`config.mk`:
```
export PLATFORM = sky130hd
export DESIGN_NAME = led_pattern_decoder
export DESIGN_NICKNAME = d
export VERILOG_FILES = /design/src/rtl/led_pattern_pkg.sv /design/src/rtl/led_pattern_classify.sv /design/src/rtl/led_pattern_decoder.sv
export SDC_FILE = /design/constraint.sdc
export NUM_CORES = 1
export LEC_CHECK = 0
export ABC_AREA = 1
export BUFFER_PORTS_ARGS = -buffer_cell sky130_fd_sc_hd__clkbuf_2
export CELL_PAD_IN_SITES_DETAIL_PLACEMENT = 1
export CELL_PAD_IN_SITES_GLOBAL_PLACEMENT = 1
export CORE_AREA = 2 2 88 90
export CTS_CLUSTER_SIZE = 16
export DETAILED_ROUTE_END_ITERATION = 7
export DIE_AREA = 0 0 90 92
export PLACE_DENSITY = 0.95
export SYNTH_ARGS = -nofsm -noshare
export SYNTH_HDL_FRONTEND = slang
export SYNTH_SLANG_ARGS = --single-unit
```
`constraint.sdc`:
```
create_clock -name clk_pll -period 7.22 [get_ports clk_pll]
set_input_delay 0.361 -clock clk_pll [delete_from_list [all_inputs] [get_ports clk_pll]]
set_output_delay 0.361 -clock clk_pll [all_outputs]
set_load 0.02 [all_outputs]
```
`src/rtl/led_pattern_pkg.sv`:
```
// Shared definitions for the LED pattern decoder.
// Holds the pattern ID constants, the decoder state encoding and small
// bit-manipulation helpers used by the classifier.
package led_pattern_pkg;

  localparam logic [4:0] ID_ZEROS   = 5'd0;   // 00 -> 00
  localparam logic [4:0] ID_ONES    = 5'd1;   // FF -> FF
  localparam logic [4:0] ID_TOGGLE  = 5'd2;   // FF <-> 00
  localparam logic [4:0] ID_WALK1   = 5'd3;   // walking one, rotate left
  localparam logic [4:0] ID_ALT     = 5'd4;   // AA <-> 55
  localparam logic [4:0] ID_WALK0   = 5'd5;   // walking zero, rotate left
  localparam logic [4:0] ID_COUNT   = 5'd13;  // binary up-counter
  localparam logic [4:0] ID_UNKNOWN = 5'd31;

  typedef enum logic [1:0] {
    StIdle    = 2'd0,
    StAcquire = 2'd1,
    StLocked  = 2'd2
  } state_e;

  function automatic logic is_onehot(input logic [7:0] v);
    return (v != 8'h00) && ((v & (v - 8'd1)) == 8'h00);
  endfunction

  function automatic logic [7:0] rotl1(input logic [7:0] v);
    return {v[6:0], v[7]};
  endfunction

endpackage

```
`src/rtl/led_pattern_classify.sv`:
```
// Combinational per-cycle classifier for the LED pattern decoder.
// Maps a (previous, current) LED sample pair to a pattern ID; the checks are
// evaluated in priority order so overlapping pairs (e.g. FF->00, which is also
// an increment) resolve to the higher-priority pattern.
// Ports:
//   prev_i  - previous LED sample
//   cur_i   - current LED sample
//   class_o - pattern ID of this pair, ID_UNKNOWN if none matches
module led_pattern_classify
  import led_pattern_pkg::*;
(
  input  logic [7:0] prev_i,
  input  logic [7:0] cur_i,
  output logic [4:0] class_o
);

  logic [7:0] prev_n;
  logic [7:0] cur_n;

  assign prev_n = ~prev_i;
  assign cur_n  = ~cur_i;

  always_comb begin
    class_o = ID_UNKNOWN;
    if (prev_i == 8'h00 && cur_i == 8'h00) begin
      class_o = ID_ZEROS;
    end else if (prev_i == 8'hFF && cur_i == 8'hFF) begin
      class_o = ID_ONES;
    end else if ((prev_i == 8'hFF && cur_i == 8'h00) || (prev_i == 8'h00 && cur_i == 8'hFF)) begin
      class_o = ID_TOGGLE;
    end else if ((prev_i == 8'hAA && cur_i == 8'h55) || (prev_i == 8'h55 && cur_i == 8'hAA)) begin
      class_o = ID_ALT;
    end else if (is_onehot(prev_i) && is_onehot(cur_i) && cur_i == rotl1(prev_i)) begin
      class_o = ID_WALK1;
    end else if (is_onehot(prev_n) && is_onehot(cur_n) && cur_n == rotl1(prev_n)) begin
      class_o = ID_WALK0;
    end else if (cur_i == prev_i + 8'd1) begin
      class_o = ID_COUNT;
    end
  end

endmodule

```
`src/rtl/led_pattern_decoder.sv`:
```
// LED pattern decoder: identifies which repeating pattern a generator is
// driving onto an 8-bit LED bus. Each cycle the (prev, cur) pair is
// classified; LOCK_CNT identical consecutive classes acquire lock, and more
// than MISS_MAX consecutive mismatches while locked drop it again.
// Ports:
//   clk_pll    - clock, all state on rising edge
//   rstn       - asynchronous active-low reset
//   enable     - decoding enable; low returns to idle on the next edge
//   led_in     - sampled LED bus
//   pattern_id - identified pattern, 31 when unknown
//   locked     - high while a pattern is identified
//   id_strobe  - one-cycle pulse on lock acquisition
//   lock_lost  - one-cycle pulse on lock loss
module led_pattern_decoder
  import led_pattern_pkg::*;
#(
  parameter int unsigned LOCK_CNT = 8,
  parameter int unsigned MISS_MAX = 2
) (
  input  logic       clk_pll,
  input  logic       rstn,
  input  logic       enable,
  input  logic [7:0] led_in,
  output logic [4:0] pattern_id,
  output logic       locked,
  output logic       id_strobe,
  output logic       lock_lost
);

  localparam logic [3:0] LockCntM1 = 4'(LOCK_CNT - 1);
  localparam logic [2:0] MissMax   = 3'(MISS_MAX);

  state_e     state_q, state_d;
  logic [7:0] prev_q, prev_d;
  logic       prev_valid_q, prev_valid_d;
  logic [4:0] cand_q, cand_d;
  logic [3:0] run_q, run_d;
  logic [2:0] miss_q, miss_d;
  logic [4:0] pattern_id_q, pattern_id_d;
  logic       id_strobe_q, id_strobe_d;
  logic       lock_lost_q, lock_lost_d;

  logic [4:0] cls_raw;
  logic [4:0] cls;

  led_pattern_classify u_classify (
    .prev_i  (prev_q),
    .cur_i   (led_in),
    .class_o (cls_raw)
  );

  // Without a valid previous sample there is no pair to classify.
  assign cls = prev_valid_q ? cls_raw : ID_UNKNOWN;

  always_comb begin
    state_d      = state_q;
    prev_d       = prev_q;
    prev_valid_d = prev_valid_q;
    cand_d       = cand_q;
    run_d        = run_q;
    miss_d       = miss_q;
    pattern_id_d = pattern_id_q;
    id_strobe_d  = 1'b0;
    lock_lost_d  = 1'b0;

    if (!enable) begin
      state_d      = StIdle;
      prev_d       = 8'h00;
      prev_valid_d = 1'b0;
      cand_d       = ID_UNKNOWN;
      run_d        = 4'd0;
      miss_d       = 3'd0;
      pattern_id_d = ID_UNKNOWN;
    end else begin
      unique case (state_q)
        StIdle: begin
          prev_d       = led_in;
          prev_valid_d = 1'b1;
          state_d      = StAcquire;
        end

        StAcquire: begin
          prev_d = led_in;
          if (cls == ID_UNKNOWN) begin
            run_d = 4'd0;
          end else if (cls == cand_q) begin
            if (run_q >= LockCntM1) begin
              state_d      = StLocked;
              pattern_id_d = cand_q;
              id_strobe_d  = 1'b1;
              run_d        = 4'd0;
              miss_d       = 3'd0;
            end else begin
              run_d = (run_q == 4'hF) ? run_q : run_q + 4'd1;
            end
          end else begin
            cand_d = cls;
            run_d  = 4'd1;
          end
        end

        StLocked: begin
          prev_d = led_in;
          if (cls == pattern_id_q) begin
            miss_d = 3'd0;
          end else if (miss_q >= MissMax) begin
            // This mismatch is one beyond the tolerance: drop lock.
            state_d      = StAcquire;
            pattern_id_d = ID_UNKNOWN;
            lock_lost_d  = 1'b1;
            cand_d       = ID_UNKNOWN;
            run_d        = 4'd0;
            miss_d       = 3'd0;
          end else begin
            miss_d = (miss_q == 3'h7) ? miss_q : miss_q + 3'd1;
          end
        end

        default: begin
          state_d      = StIdle;
          prev_valid_d = 1'b0;
          pattern_id_d = ID_UNKNOWN;
        end
      endcase
    end
  end

  always_ff @(posedge clk_pll or negedge rstn) begin
    if (!rstn) begin
      state_q      <= StIdle;
      prev_q       <= 8'h00;
      prev_valid_q <= 1'b0;
      cand_q       <= ID_UNKNOWN;
      run_q        <= 4'd0;
      miss_q       <= 3'd0;
      pattern_id_q <= ID_UNKNOWN;
      id_strobe_q  <= 1'b0;
      lock_lost_q  <= 1'b0;
    end else begin
      state_q      <= state_d;
      prev_q       <= prev_d;
      prev_valid_q <= prev_valid_d;
      cand_q       <= cand_d;
      run_q        <= run_d;
      miss_q       <= miss_d;
      pattern_id_q <= pattern_id_d;
      id_strobe_q  <= id_strobe_d;
      lock_lost_q  <= lock_lost_d;
    end
  end

  assign pattern_id = pattern_id_q;
  assign locked     = (state_q == StLocked);
  assign id_strobe  = id_strobe_q;
  assign lock_lost  = lock_lost_q;

endmodule

```
==> results.txt <==
status -> completed
cts hold-fix bufs -> 0
Initial DRC Count -> 327
Layout Area Growth over Synthesis -> 5.39%
critical path's top delay family -> simple AND/OR/NAND/NOR gates
Setup CP Type -> reg -> reg
Post-CTS Resized -> 0
Antenna diodes -> 0
library cells used by synthesis -> 42
largest net degree at the start of global routing -> 31
Final Routed Wirelength -> 12.1 mm
Layout Cell Area excl Fill -> 0.00364 mm²
core area -> 0.00745 mm²
CTS H-tree depth -> 2
NumNets Final -> 584
Data required, critical path -> 7.43 ns
fmax -> 294 MHz
Cells after Synth -> 554
vias in the first global route -> 4000
Pwr Total -> 935 µW
Syn Area/Cell -> 6.24 µm²
Num CTS Buffers -> 5
CTS tree -> built
slowest stage delay, CP -> 0.51 ns
FP Rows -> 32
Critical Path Fanout Max -> 7
Synth area leader -> nand2_1
nature of the critical path startpoint -> register
drc violations -> 0
RSZ-0062 raised after global routing -> no
MaxCap Viol Count -> 0
Leak -> 1.80 nW
pwr/cell area -> 257 mW/mm²
Final Skew -> 0.00923 ns
Post-DP Area -> 0.00355 mm²
die height -> 92 µm
Initial Util -> 0.464
area taken by multi-input logic gates -> 0.00232 mm²
utilization after layout -> 0.489
GPL Wtd Cong -> 1.01
dpl hpwl -> 9.25 mm
critical path's most frequent cell -> nand2_1
dominant synthesized flop cell -> dfrtp_1
final worst path period need -> 3.40 ns
share of the synthesized area in the top cell type -> 0.177
clock buffer depth -> 2
GR Util All Layers -> 0.304
setup_tns -> 0 ns
ANT nets after route -> 0
count of final hold-check violations -> 0
first-pass GRT wire length -> 20.2 mm
WP data arrival -> 3.61 ns
Least-Margin Pin Slew -> 0.809 ns
top cells by count, synth -> nand2_1 (163), nor2_1 (65), nand3_1 (58)
most frequent cell after synthesis -> nand2_1
Synth Warn # -> 0
peak supply drop -> 0.000135 V
Slew HR -> 0.461
clk_lat worst skew -> 0.30 ns
Crit-path slowest cell -> dfrtp_1
DIE WIDTH -> 90 µm
Seq/Total Area, Yosys -> 0.221
DR WL/cell -> 18.2 µm
WP buf/inv -> 1
Hold Path Class -> in -> async
Clock Root Buffer -> clkbuf_8
Yosys reg bits -> 30
crit-path cells -> ha_1 -> inv_1 -> ha_1 -> nor2_1 -> nand3_1 -> nor2_1 -> nand2_1 -> nor2_1 -> nand2_1 -> nor2_1 -> nand2_1 -> nand3_1 -> nand2_1 -> nand2_1 -> nand2_1 -> nand2_1 -> nand2_2 -> nand3_4 -> nand2_4 -> nor2_4 -> nand2_1 -> a21oi_1
Sequential cell area -> 763 µm²
critical path endpoint category -> register
TritonRoute pass-1 iters -> 4
Top Ports -> 19
via count -> 3801
share of layout cells above drive strength 1 -> 0.181
synthesized area -> 0.00346 mm²
endpoints failing setup -> 0
vias per cell -> 5.72
initial antenna violation count -> 0
Sink Count -> 30
most area-consuming cells after synthesis -> nand2_1 (18%), dfrtp_1 (14%), nand3_1 (8.4%), dfstp_2 (7.6%), nor2_1 (7.1%)
Worst Hold Margin -> 0.150 ns
EDFF count, synth -> 0
Reg clk slew, reported paths -> 0.06 ns
crit share post-route -> 0.471
Final Max Slew Viols -> 0
PortBufs -> 18
async set or reset register ratio after synthesis -> 1.00
total grt overflow -> 0
Filler Cell Count -> 1073
Post-CTS Setup Repair Bufs -> 0
die area -> 0.00828 mm²
Synth Net Count -> 577
## where the power goes
part	total (mW)	switching, mW	internal (mW)	leakage (nW)
Combinational	0.491	0.341	0.151	1.37
Sequential	0.297	0.0668	0.231	0.373
Clock	0.146	0.0696	0.0769	0.0482
Total	0.935	0.477	0.458	1.80
## routing by layer
metal  track usage  share of wire
met5             0              0
met4         0.131          0.036
met3        0.0403          0.053
met2         0.516           0.48
met1         0.388           0.43
## cells by family after synthesis
| kind of cell | after synthesis | synth area share |
|---|---|---|
| and+or+nand+nor | 376 | 0.522 |
| buffers and inverters | 84 | 0.108 |
| AOI/OAI and AO/OA | 45 | 0.0883 |
| DFF | 30 | 0.221 |
| adders and majority gates | 12 | 0.0434 |
| xor gates and xnor gates | 7 | 0.0177 |
## final timing paths
check / slack (ns) / to / startpoint / depth (start not counted)
worst min register to register: 0.48 / cand_q[3]$_DFFE_PN1P_ / cand_q[3]$_DFFE_PN1P_ / 2
worst max-delay path: 3.82 / state_q[1]$_DFFE_PN0P_ / prev_q[1]$_DFFE_PN0P_ / 22
min in group clk_pll: 0.48 / cand_q[3]$_DFFE_PN1P_ / cand_q[3]$_DFFE_PN1P_ / 2
max in group asynchronous: 6.56 / state_q[1]$_DFFE_PN0P_ / rstn / 1
worst max register to register: 3.82 / state_q[1]$_DFFE_PN0P_ / prev_q[1]$_DFFE_PN0P_ / 22
worst min-delay path: 0.15 / prev_q[4]$_DFFE_PN0P_ / rstn / 1
## layout make-up
class / count / area share
well taps: 102 / 0.0350
clock inverters: 1 / 0.00137
flip-flops and latches: 30 / 0.209
inverters: 66 / 0.0690
multi-input cells: 440 / 0.637
clock buffers: 7 / 0.0237
repair buffers: 18 / 0.0247
## state kept, by name (all words and copies together) (netlist names)
name and count:
pattern_id 5, lock_lost 1, prev_q 8, run_q 4, id_strobe 1, miss_q 3, cand_q 5, prev_valid_q 1
state_q 2
## cells in the final DEF, fill, tap and decap left out, types with 10 or more instances in the layout
master and n:
clkbuf_2 18, dfrtp_1 20, dfstp_2 10, ha_1 12, inv_1 49, inv_2 15, nand2_1 163, nand2_2 15
nand3_1 58, nand4_1 28, nor2_1 65
## worst reg2reg max path, cell delays in order, from the launching register on
cell,delay [ns]
dfrtp_1,0.51
ha_1,0.33
inv_1,0.11
ha_1,0.21
nor2_1,0.15
nand3_1,0.09
nor2_1,0.19
nand2_1,0.09
nor2_1,0.15
nand2_1,0.07
nor2_1,0.11
nand2_1,0.08
nand3_1,0.09
nand2_1,0.06
nand2_1,0.14
nand2_1,0.09
nand2_1,0.10
nand2_2,0.08
nand3_4,0.12
nand2_4,0.09
nor2_4,0.17
nand2_1,0.13
a21oi_1,0.17
## metrics by stage
step | setup WS [ns] | cells
global placement | 4.06 | 656
finish | 3.82 | 664
floorplan | 4.60 | 554
CTS | 3.89 | 664
global route | 3.49 | 664
detailed placement | 3.96 | 656
No activity file was read; power rests on OpenSTA's default activity.
